## src/rtl/addsub_mp_ctrl.sv

```systemverilog
// Multi-precision add/subtract sequencer: one N-bit slice per clock, LS slice
// first, with a registered inter-slice carry and N/Z/V/C flags at completion.
module addsub_mp_ctrl #(
   parameter int unsigned N     = 8,
   parameter int unsigned WORDS = 4
) (
   input  logic                 clk,
   input  logic                 rst,
   input  logic                 start,
   input  logic                 sub,
   input  logic [N*WORDS-1:0]   x,
   input  logic [N*WORDS-1:0]   y,
   output logic                 busy,
   output logic                 done,
   output logic [N*WORDS-1:0]   result,
   output logic                 ccn,
   output logic                 ccz,
   output logic                 ccv,
   output logic                 ccc
);

   localparam int unsigned W  = N * WORDS;
   localparam int unsigned KW = (WORDS > 1) ? $clog2(WORDS) : 1;

   typedef enum logic [1:0] {
      IDLE,
      RUN,
      DONE
   } state_t;

   state_t          state;
   logic [KW-1:0]   k;
   logic            c;
   logic            sub_r;
   logic [W-1:0]    x_r;
   logic [W-1:0]    y_r;
   logic [W-1:0]    work;

   int unsigned     base;
   logic [N-1:0]    xs;
   logic [N-1:0]    ys;
   logic [N:0]      sum;
   logic            cin_msb;
   logic            last;
   logic [W-1:0]    full;

   always_comb begin
      base    = N * 32'(k);
      xs      = x_r[base +: N];
      ys      = y_r[base +: N] ^ {N{sub_r}};
      sum     = {1'b0, xs} + {1'b0, ys} + {{N{1'b0}}, c};
      // carry into the slice MSB recovered from the MSB sum bit and its operands
      cin_msb = sum[N-1] ^ xs[N-1] ^ ys[N-1];
      last    = (k == KW'(WORDS - 1));
      full    = work;
      full[base +: N] = sum[N-1:0];
   end

   always_ff @(posedge clk) begin
      if (rst) begin
         state  <= IDLE;
         k      <= '0;
         c      <= 1'b0;
         sub_r  <= 1'b0;
         x_r    <= '0;
         y_r    <= '0;
         work   <= '0;
         busy   <= 1'b0;
         done   <= 1'b0;
         result <= '0;
         ccn    <= 1'b0;
         ccz    <= 1'b0;
         ccv    <= 1'b0;
         ccc    <= 1'b0;
      end else begin
         case (state)
            IDLE, DONE: begin
               done <= 1'b0;
               if (start) begin
                  x_r   <= x;
                  y_r   <= y;
                  sub_r <= sub;
                  c     <= sub;
                  k     <= '0;
                  busy  <= 1'b1;
                  state <= RUN;
               end else begin
                  state <= IDLE;
               end
            end
            RUN: begin
               work <= full;
               c    <= sum[N];
               k    <= k + KW'(1);
               if (last) begin
                  state  <= DONE;
                  busy   <= 1'b0;
                  done   <= 1'b1;
                  result <= full;
                  ccn    <= full[W-1];
                  ccz    <= (full == '0);
                  ccc    <= sum[N];
                  ccv    <= sum[N] ^ cin_msb;
               end
            end
            default: begin
               state <= IDLE;
               busy  <= 1'b0;
               done  <= 1'b0;
            end
         endcase
      end
   end

endmodule
```

## config.mk

```make
export PLATFORM = sky130hd
export DESIGN_NAME = addsub_mp_ctrl
export DESIGN_NICKNAME = d
export VERILOG_FILES = /design/src/rtl/addsub_mp_ctrl.sv
export SDC_FILE = /design/constraint.sdc
export NUM_CORES = 1
export LEC_CHECK = 0
export CAP_MARGIN = 20
export CORE_MARGIN = 2
export CORE_UTILIZATION = 30
export DETAILED_ROUTE_END_ITERATION = 8
export PLACE_DENSITY = 0.63
export REMOVE_ABC_BUFFERS = 1
export SLEW_MARGIN = 20
export SYNTH_ARGS = -nofsm -noshare
export SYNTH_HDL_FRONTEND = slang
export SYNTH_SLANG_ARGS = --single-unit
```

## constraint.sdc

```tcl
create_clock -name clk -period 3.9 [get_ports clk]
set_input_delay 0.78 -clock clk [delete_from_list [all_inputs] [get_ports clk]]
set_output_delay 0.78 -clock clk [all_outputs]
set_load 0.01 [all_outputs]
```

==> results of run 1 <==
worst register-to-register path, stage by stage, from the launching register on:
cell and delay [ns]:
dfxtp_1 0.50, mux4_2 0.56, xnor2_1 0.21, fa_1 0.22, inv_1 0.05, fa_1 0.42, a211oi_2 0.32, nor2_1 0.13
xnor2_2 0.30, a2bb2oi_1 0.34, and3_1 0.20, nand4b_1 0.09, o21ai_1 0.14
stage by stage:
stage	hold slack, ns	worst slack [ns]	power (mW)	cell area (um^2)	TNS (ns)
after detailed placement	0.443	0.297	2.15	7540	0
after floorplan	0.427	-0.269	1.91	6000	-2.29
final	0.450	0.369	3.91	8190	0
after global routing	0.473	0.0583	4.07	8190	0
after CTS	0.452	0.234	3.93	8190	0
after global placement	0.440	0.430	2.14	7540	0
synth_stat cells, drive strengths merged (6+ instances only):
library cell and count:
o21ai 7, nand2b 6, ha 13, nor2 104
a211oi 53, buf 14, nor3 11, mux4 16
xor2 11, inv 17, a22oi 15, nand2 146
dfxtp 139, a21oi 87, clkbuf 42
power by group through the flow:
stage / Sequential [mW] / Combinational, mW / Clock [mW]
final: 1.53 / 0.594 / 1.78
after global routing: 1.54 / 0.656 / 1.88
after CTS: 1.53 / 0.592 / 1.81
after detailed placement: 1.56 / 0.588 / 0
after global placement: 1.56 / 0.583 / 0
after floorplan: 1.56 / 0.351 / 0
cell type report:
type	count	area share
clock buffer	21	0.0562
sequential	139	0.340
clock inverter	11	0.0232
timing repair buffer	121	0.144
multi-input combinational	527	0.388
tap	270	0.0412
inverter	17	0.00779
flip-flops by register name (all words and copies together), names as in the netlist, 2 cells and up:
name,flops
result,32
work,32
x_r,32
y_r,32
k,2
state,2
kinds of logic (layout without fill, tap and decap cells):
group	after synthesis	after routing	synth area share
and+or+nand+nor	295	295	0.199
AOI/OAI and AO/OA	185	185	0.191
DFF	139	139	0.447
buffers and inverters	73	170	0.0466
xor gates and xnor gates	16	16	0.0261
muxes	16	16	0.0579
adders and majority gates	15	15	0.0326
routing by layer:
metal / track usage / wire, um / up-vias
li1: - / - / 2737
met4: 0.0310 / 99 / 0
met3: 0.0392 / 736 / 8
met1: 0.203 / 7710 / 2488
met5: 0 / 0 / -
met2: 0.250 / 7890 / 149
path summary, 6_finish.rpt:
| path | start | endpoint | slack [ns] |
|---|---|---|---|
| setup reg to reg | k[0]$_SDFFE_PP0P_ | ccz$_SDFFE_PP0P_ | 0.37 |
| hold reg to reg | x_r[21]$_SDFFE_PP0P_ | x_r[21]$_SDFFE_PP0P_ | 0.45 |
| hold / removal | x_r[21]$_SDFFE_PP0P_ | x_r[21]$_SDFFE_PP0P_ | 0.45 |
| setup / recovery | k[0]$_SDFFE_PP0P_ | ccz$_SDFFE_PP0P_ | 0.37 |
timing repair:
item | CTS | global route
buffers inserted | 0 | 0
hold buffers | 0 | 0
setup endpoints to repair | 0 | 1
hold endpoints to repair | 0 | 0
gates resized for setup | 0 | 1
==> results.md, run 1 <==
- Max-Slew Margin vs Limit: 0.451
- Final Max Slew Viols: 0
- Maximum buffer depth of the clock tree: 2
- Clk pin slew, worst setup/hold paths: ~0.060 ns
- Skew final: 0.00943 ns
- Kind of start point of the critical path: flop
- HPWL after DPL: 11.5 mm
- Number of levels the H-tree was split into: 4
- Die area: 21900 um^2
- Worst Tran Pin Value: slightly above 0.8 ns
- Remaining number of nets flagged by the antenna check after routing: 0
- Reg area: 2780 um^2
- Dominant delay contributor by cell family on the critical path: compound AO/OA/AOI/OAI gates
- TritonCTS Buffers: 17
- Routed wire length per instance: 14.9 um
- Critical-path cell list: mux4_2, xnor2_1, fa_1, inv_1, fa_1, a211oi_2, nor2_1, xnor2_2, a2bb2oi_1, and3_1, nand4b_1, o21ai_1
- Post-layout nets: roughly 900
- Count of endpoints failing hold in the final timing report: 0
- Mapped cell area: 6220 um^2
- Delay of the slowest critical-path stage: 0.55 ns
- Area growth syn-to-layout: 31.6%
- Violation count after the first detailed-routing iteration: 335
- Most common library cell in the layout ignoring fill and taps: nand2_1
- Distinct cell type count after synthesis: 50
- Core region area: 20300 um^2
- Dominant register cell in the synthesized netlist: dfxtp_1
- Logic pwr share: 0.152
- Area contributors post-synth: dfxtp_1 45%, nand2_1 8.8%, a21oi_1 6.9%, a211oi_1 6.3%, nor2_1 6.3%
- CTS Root Buffer Type: clkbuf_16
- Sort of element at the end of the critical path: flop
- Fraction of final layout cells with drive strength greater than 1: 0.0933
- Cell depth of the worst flop-to-flop path: 12
- Unrepaired setup endpoints after global routing: no
- Number of antenna violations at the first check in global routing: 0
- ANT cells: 0
- Sequential-to-total area share from yosys stat: 0.447
- TritonCTS clock tree: built
- Number of cells on the worst hold path: 2
- Number of logic stages on the critical path including buffering: 12
- CP required: about 4.3 ns
- Internal Power: 2.92 mW
- Net switching fraction of the power: 0.253
- Number of synthesized flops with an enable pin: 0
- Final Instance Count excl. Fillers: 1106
- Top Ports: 106
- Area of combinational cells with multiple inputs: 3180 um^2
- Number of buffers inserted by port buffering: about 110
- Count of warnings emitted by yosys: 0
- Worst Path Arrival: 3.88 ns
- Class of the worst hold path: flop to flop
- Highest fanout seen on the critical path: 5
- Top cell type by total area after synthesis: dfxtp_1
- Number of setup violations in the final report: 0
- Effective utilization at floorplan: 0.307
- Power share of the clock group: 0.456
- Total buffers and inverters traversed by the critical path: 1
- Source-to-sink clock delay at the later pin of the worst-skew pair: ~0.42 ns
- Die height: approximately 150 um
- Total vias in the final route: ~5400
- Count of TritonRoute iterations in the first routing pass: 5
- First-pass GRT wire length: 26.4 mm
- GRT Overall Usage: 0.152
- Fmax: 283 MHz
- Share of flip-flops with an asynchronous set or reset: 0
- Final global-route overflow total: 0
- Number of cells produced by synthesis: 739
- Routed wire length: about 16 mm
- Worst IR Drop VDD: 0.288 mV
- Width of the chip: approximately 150 um
- DRC violations left: 0
- Num Clock Sinks: 139
- Outcome: completed
- Leading cell types in the layout, fill and taps excluded: 146 x nand2_1, 139 x dfxtp_1, 104 x nor2_1, 104 x clkdlybuf4s50_1, 86 x a21oi_1
- Filler cells: between 2000 and 2500
- Pwr Density: 477 nW/um^2
- Critical Path Most Common Cell: fa_1
- Sequential Power Share: 0.392
- Minimum clock period: 3.53 ns
- Via count of the first global-routing pass: between 5000 and 6000
- Leakage power: slightly below 3 nW
- Crit path max-delay cell type: mux4_2
- Synthesized flop and latch total: 139
- Max-cap check violation count: 0
- Syn_area_per_cell: 8.42 um^2
- Vias per cell: approximately 4.9
- Final cycle utilization of the critical path: 0.905
- Share of the core filled with cells: 0.404
- Number of core rows: 52
- Number of placed instances with taps included: 1074
- Global placer's final weighted congestion: between 0.8 and 0.9
- Fraction of post-synthesis cell area in the top cell type by area: 0.447
- Sw power: around 1 mW
- Largest net degree at the start of global routing: 65
- Path type of the worst setup path: flop to flop
Power figures use the tool's default switching activity.
==> inputs of run 2 (changes only) <==
--- a/config.mk
+++ b/config.mk
@@ -10,6 +10,7 @@
 export CORE_UTILIZATION = 30
 export DETAILED_ROUTE_END_ITERATION = 8
 export PLACE_DENSITY = 0.63
+export RECOVER_POWER = 50
 export REMOVE_ABC_BUFFERS = 1
 export SLEW_MARGIN = 20
 export SYNTH_ARGS = -nofsm -noshare
==> run 2 against run 1 <==
The run now ends with max-capacitance violations, max-slew violations left. Non-clock buffer count did not move. Final cell count did not move. Total power is 0.17% lower. Sequential cell count is the same. Critical path type unchanged. Largest cell class unchanged.
==> results.md, run 2 (synthesized netlist as in run 1, its figures left out) <==
- Sort of element at the end of the critical path: flop
- Share of the core filled with cells: 0.403 (-0.00111)
- Worst Path Arrival: 3.87 ns (about the same)
- Post-route worst hold slack: 0.450 ns (-0.000205 ns)
- Via count of the first global-routing pass: 5107 (unchanged)
- Setup ws final: 0.380 ns (+0.0113 ns)
- Number of placed instances with taps included: 1074 (unchanged)
- Delay of the slowest critical-path stage: 0.55 ns (about the same)
- Num Clock Sinks: 139 (unchanged)
- Number of buffers inserted by port buffering: 105 (unchanged)
- Width of the chip: 148 um (unchanged)
- Max-Slew Margin vs Limit: -0.0476 (-0.499)
- Leading cell types in the layout, fill and taps excluded: 146 x nand2_1, 139 x dfxtp_1, 104 x nor2_1, 86 x a21oi_1, 66 x clkdlybuf4s50_1
- Final Max Slew Viols: 21 (+21)
- Most common library cell in the layout ignoring fill and taps: nand2_1
- Class of the worst hold path: flop to flop
- Clk pin slew, worst setup/hold paths: 0.06 ns (about the same)
- Cell Area, Placed: 7540 um^2 (unchanged)
- Remaining number of nets flagged by the antenna check after routing: 0 (unchanged)
- Max-cap check violation count: 1 (+1)
- Final cycle utilization of the critical path: 0.903 (-0.00289)
- CTS Root Buffer Type: clkbuf_16
- Final global-route overflow total: 0 (unchanged)
- CP required: 4.25 ns (about the same)
- Routed wire length: 16.4 mm (about the same)
- Cell area after layout: 8170 um^2 (-0.27%)
- Fraction of final layout cells with drive strength greater than 1: 0.0921 (-0.00120)
- Count of TritonRoute iterations in the first routing pass: 4 (-1)
- Pwr Density: 477 nW/um^2 (+0.10%)
- Die area: 21900 um^2 (unchanged)
- Critical Path Most Common Cell: fa_1
- Worst IR Drop VDD: 0.285 mV (-1.1%)
- Violation count after the first detailed-routing iteration: 353 (+5.4%)
- Post-CTS setup buffer count: 0 (unchanged)
- Total vias in the final route: 5364 (-0.33%)
- Failing checks: max-capacitance violations, max-slew violations
- Path type of the worst setup path: flop to flop
- Count of endpoints failing hold in the final timing report: 0 (unchanged)
- Leakage power: 3.06 nW (+4.1%)
- Worst Tran Pin Value: 1.57 ns (+0.752 ns)
- Kind of start point of the critical path: flop
- ANT cells: 0 (unchanged)
- Worst slack, placed: 0.297 ns (unchanged)
- Core region area: 20300 um^2 (unchanged)
- Vias per cell: 4.85 (-0.33%)
- Die height: 148 um (unchanged)
- First-pass GRT wire length: 26.4 mm (unchanged)
- Global placer's final weighted congestion: 0.896 (unchanged)
- Source-to-sink clock delay at the later pin of the worst-skew pair: 0.42 ns (about the same)
- Highest fanout seen on the critical path: 5 (unchanged)
- Number of setup violations in the final report: 0 (unchanged)
- Setup slack of the worst register-to-register path: 0.38 ns (about the same)
- Minimum clock period: 3.52 ns (-0.0113 ns)
- Final Instance Count excl. Fillers: 1106 (unchanged)
- Maximum buffer depth of the clock tree: 2 (unchanged)
- Critical-path cell list: mux4_2, xnor2_1, fa_1, inv_1, fa_1, a211oi_2, nor2_1, xnor2_2, a2bb2oi_1, and3_1, nand4b_1, o21ai_1
- GRT Overall Usage: 0.152 (unchanged)
- TritonCTS Buffers: 17 (unchanged)
- Skew final: 0.0109 ns (+0.00152 ns)
- Largest net degree at the start of global routing: 65 (unchanged)
- Number of levels the H-tree was split into: 4 (unchanged)
- Area growth syn-to-layout: 31.3%
- Fmax: 284 MHz (+0.32%)
- Number of antenna violations at the first check in global routing: 0 (unchanged)
- Final setup TNS: 0 ns (unchanged)
- Unrepaired setup endpoints after global routing: no
- TritonCTS clock tree: built
- Effective utilization at floorplan: 0.307 (unchanged)
- Top Ports: 106 (unchanged)
- Number of core rows: 52 (unchanged)
- Outcome: complete, but fails checks
- HPWL after DPL: 11.5 mm (unchanged)
- Routed wire length per instance: 14.8 um (about the same)
- Total power draw: 3.90 mW (-0.17%)
- DRC violations left: 0 (unchanged)
- Crit path max-delay cell type: mux4_2
- Post-layout nets: 906 (unchanged)
-- run 2: worst max-delay path: cells and delay by family, from the launching register on --
kind            cells  cell delay (ns)
flops               1             0.49
xor+xnor            2             0.50
simple gates        3             0.43
compound gates      3             0.79
buf+inv             1             0.05
fa+ha+maj           2             0.64
mux                 1             0.55
-- run 2: worst paths after layout --
check                       start  depth (start not counted)                    to
max reg2reg     k[0]$_SDFFE_PP0P_                         12      ccz$_SDFFE_PP0P_
max             k[0]$_SDFFE_PP0P_                         12      ccz$_SDFFE_PP0P_
min          x_r[21]$_SDFFE_PP0P_                          2  x_r[21]$_SDFFE_PP0P_
min reg2reg  x_r[21]$_SDFFE_PP0P_                          2  x_r[21]$_SDFFE_PP0P_
-- run 2: repair_timing --
action / 4_1_cts / 5_1_grt
gates resized for setup: 0 / 1
setup endpoints to repair: 0 / 1
hold buffers: 0 / 0
-- run 2: cell type report --
type / count / area (um^2)
clock buffers: 21 / 460
well taps: 270 / 338
inverters: 17 / 63.8
clock inverters: 11 / 190
fillers: 2093 / 12100
flip-flops and latches: 139 / 2780
multi-input cells: 527 / 3170
repair buffers: 121 / 1170
-- run 2: routing by layer --
| metal | vias to the layer above | part of all wire | global-route usage |
|---|---|---|---|
| li1 | 2744 | - | - |
| met5 | - | 0 | 0 |
| met1 | 2478 | 0.47 | 0.203 |
| met3 | 11 | 0.045 | 0.0392 |
| met2 | 131 | 0.48 | 0.250 |
| met4 | 0 | 0.0068 | 0.0310 |
-- run 2: where the power goes --
group | internal (mW) | total, mW | switching (mW)
Clock | 1.17 | 1.78 | 0.612
Combinational | 0.254 | 0.588 | 0.334
Sequential | 1.49 | 1.53 | 0.0396
==> inputs of run 3 (changes only) <==
--- a/config.mk
+++ b/config.mk
@@ -16,3 +16,4 @@
 export SYNTH_ARGS = -nofsm -noshare
 export SYNTH_HDL_FRONTEND = slang
 export SYNTH_SLANG_ARGS = --single-unit
+export TNS_END_PERCENT = 5
==> results of run 3 <==
The final DEF is identical to that of run 2; final timing and power are the same.
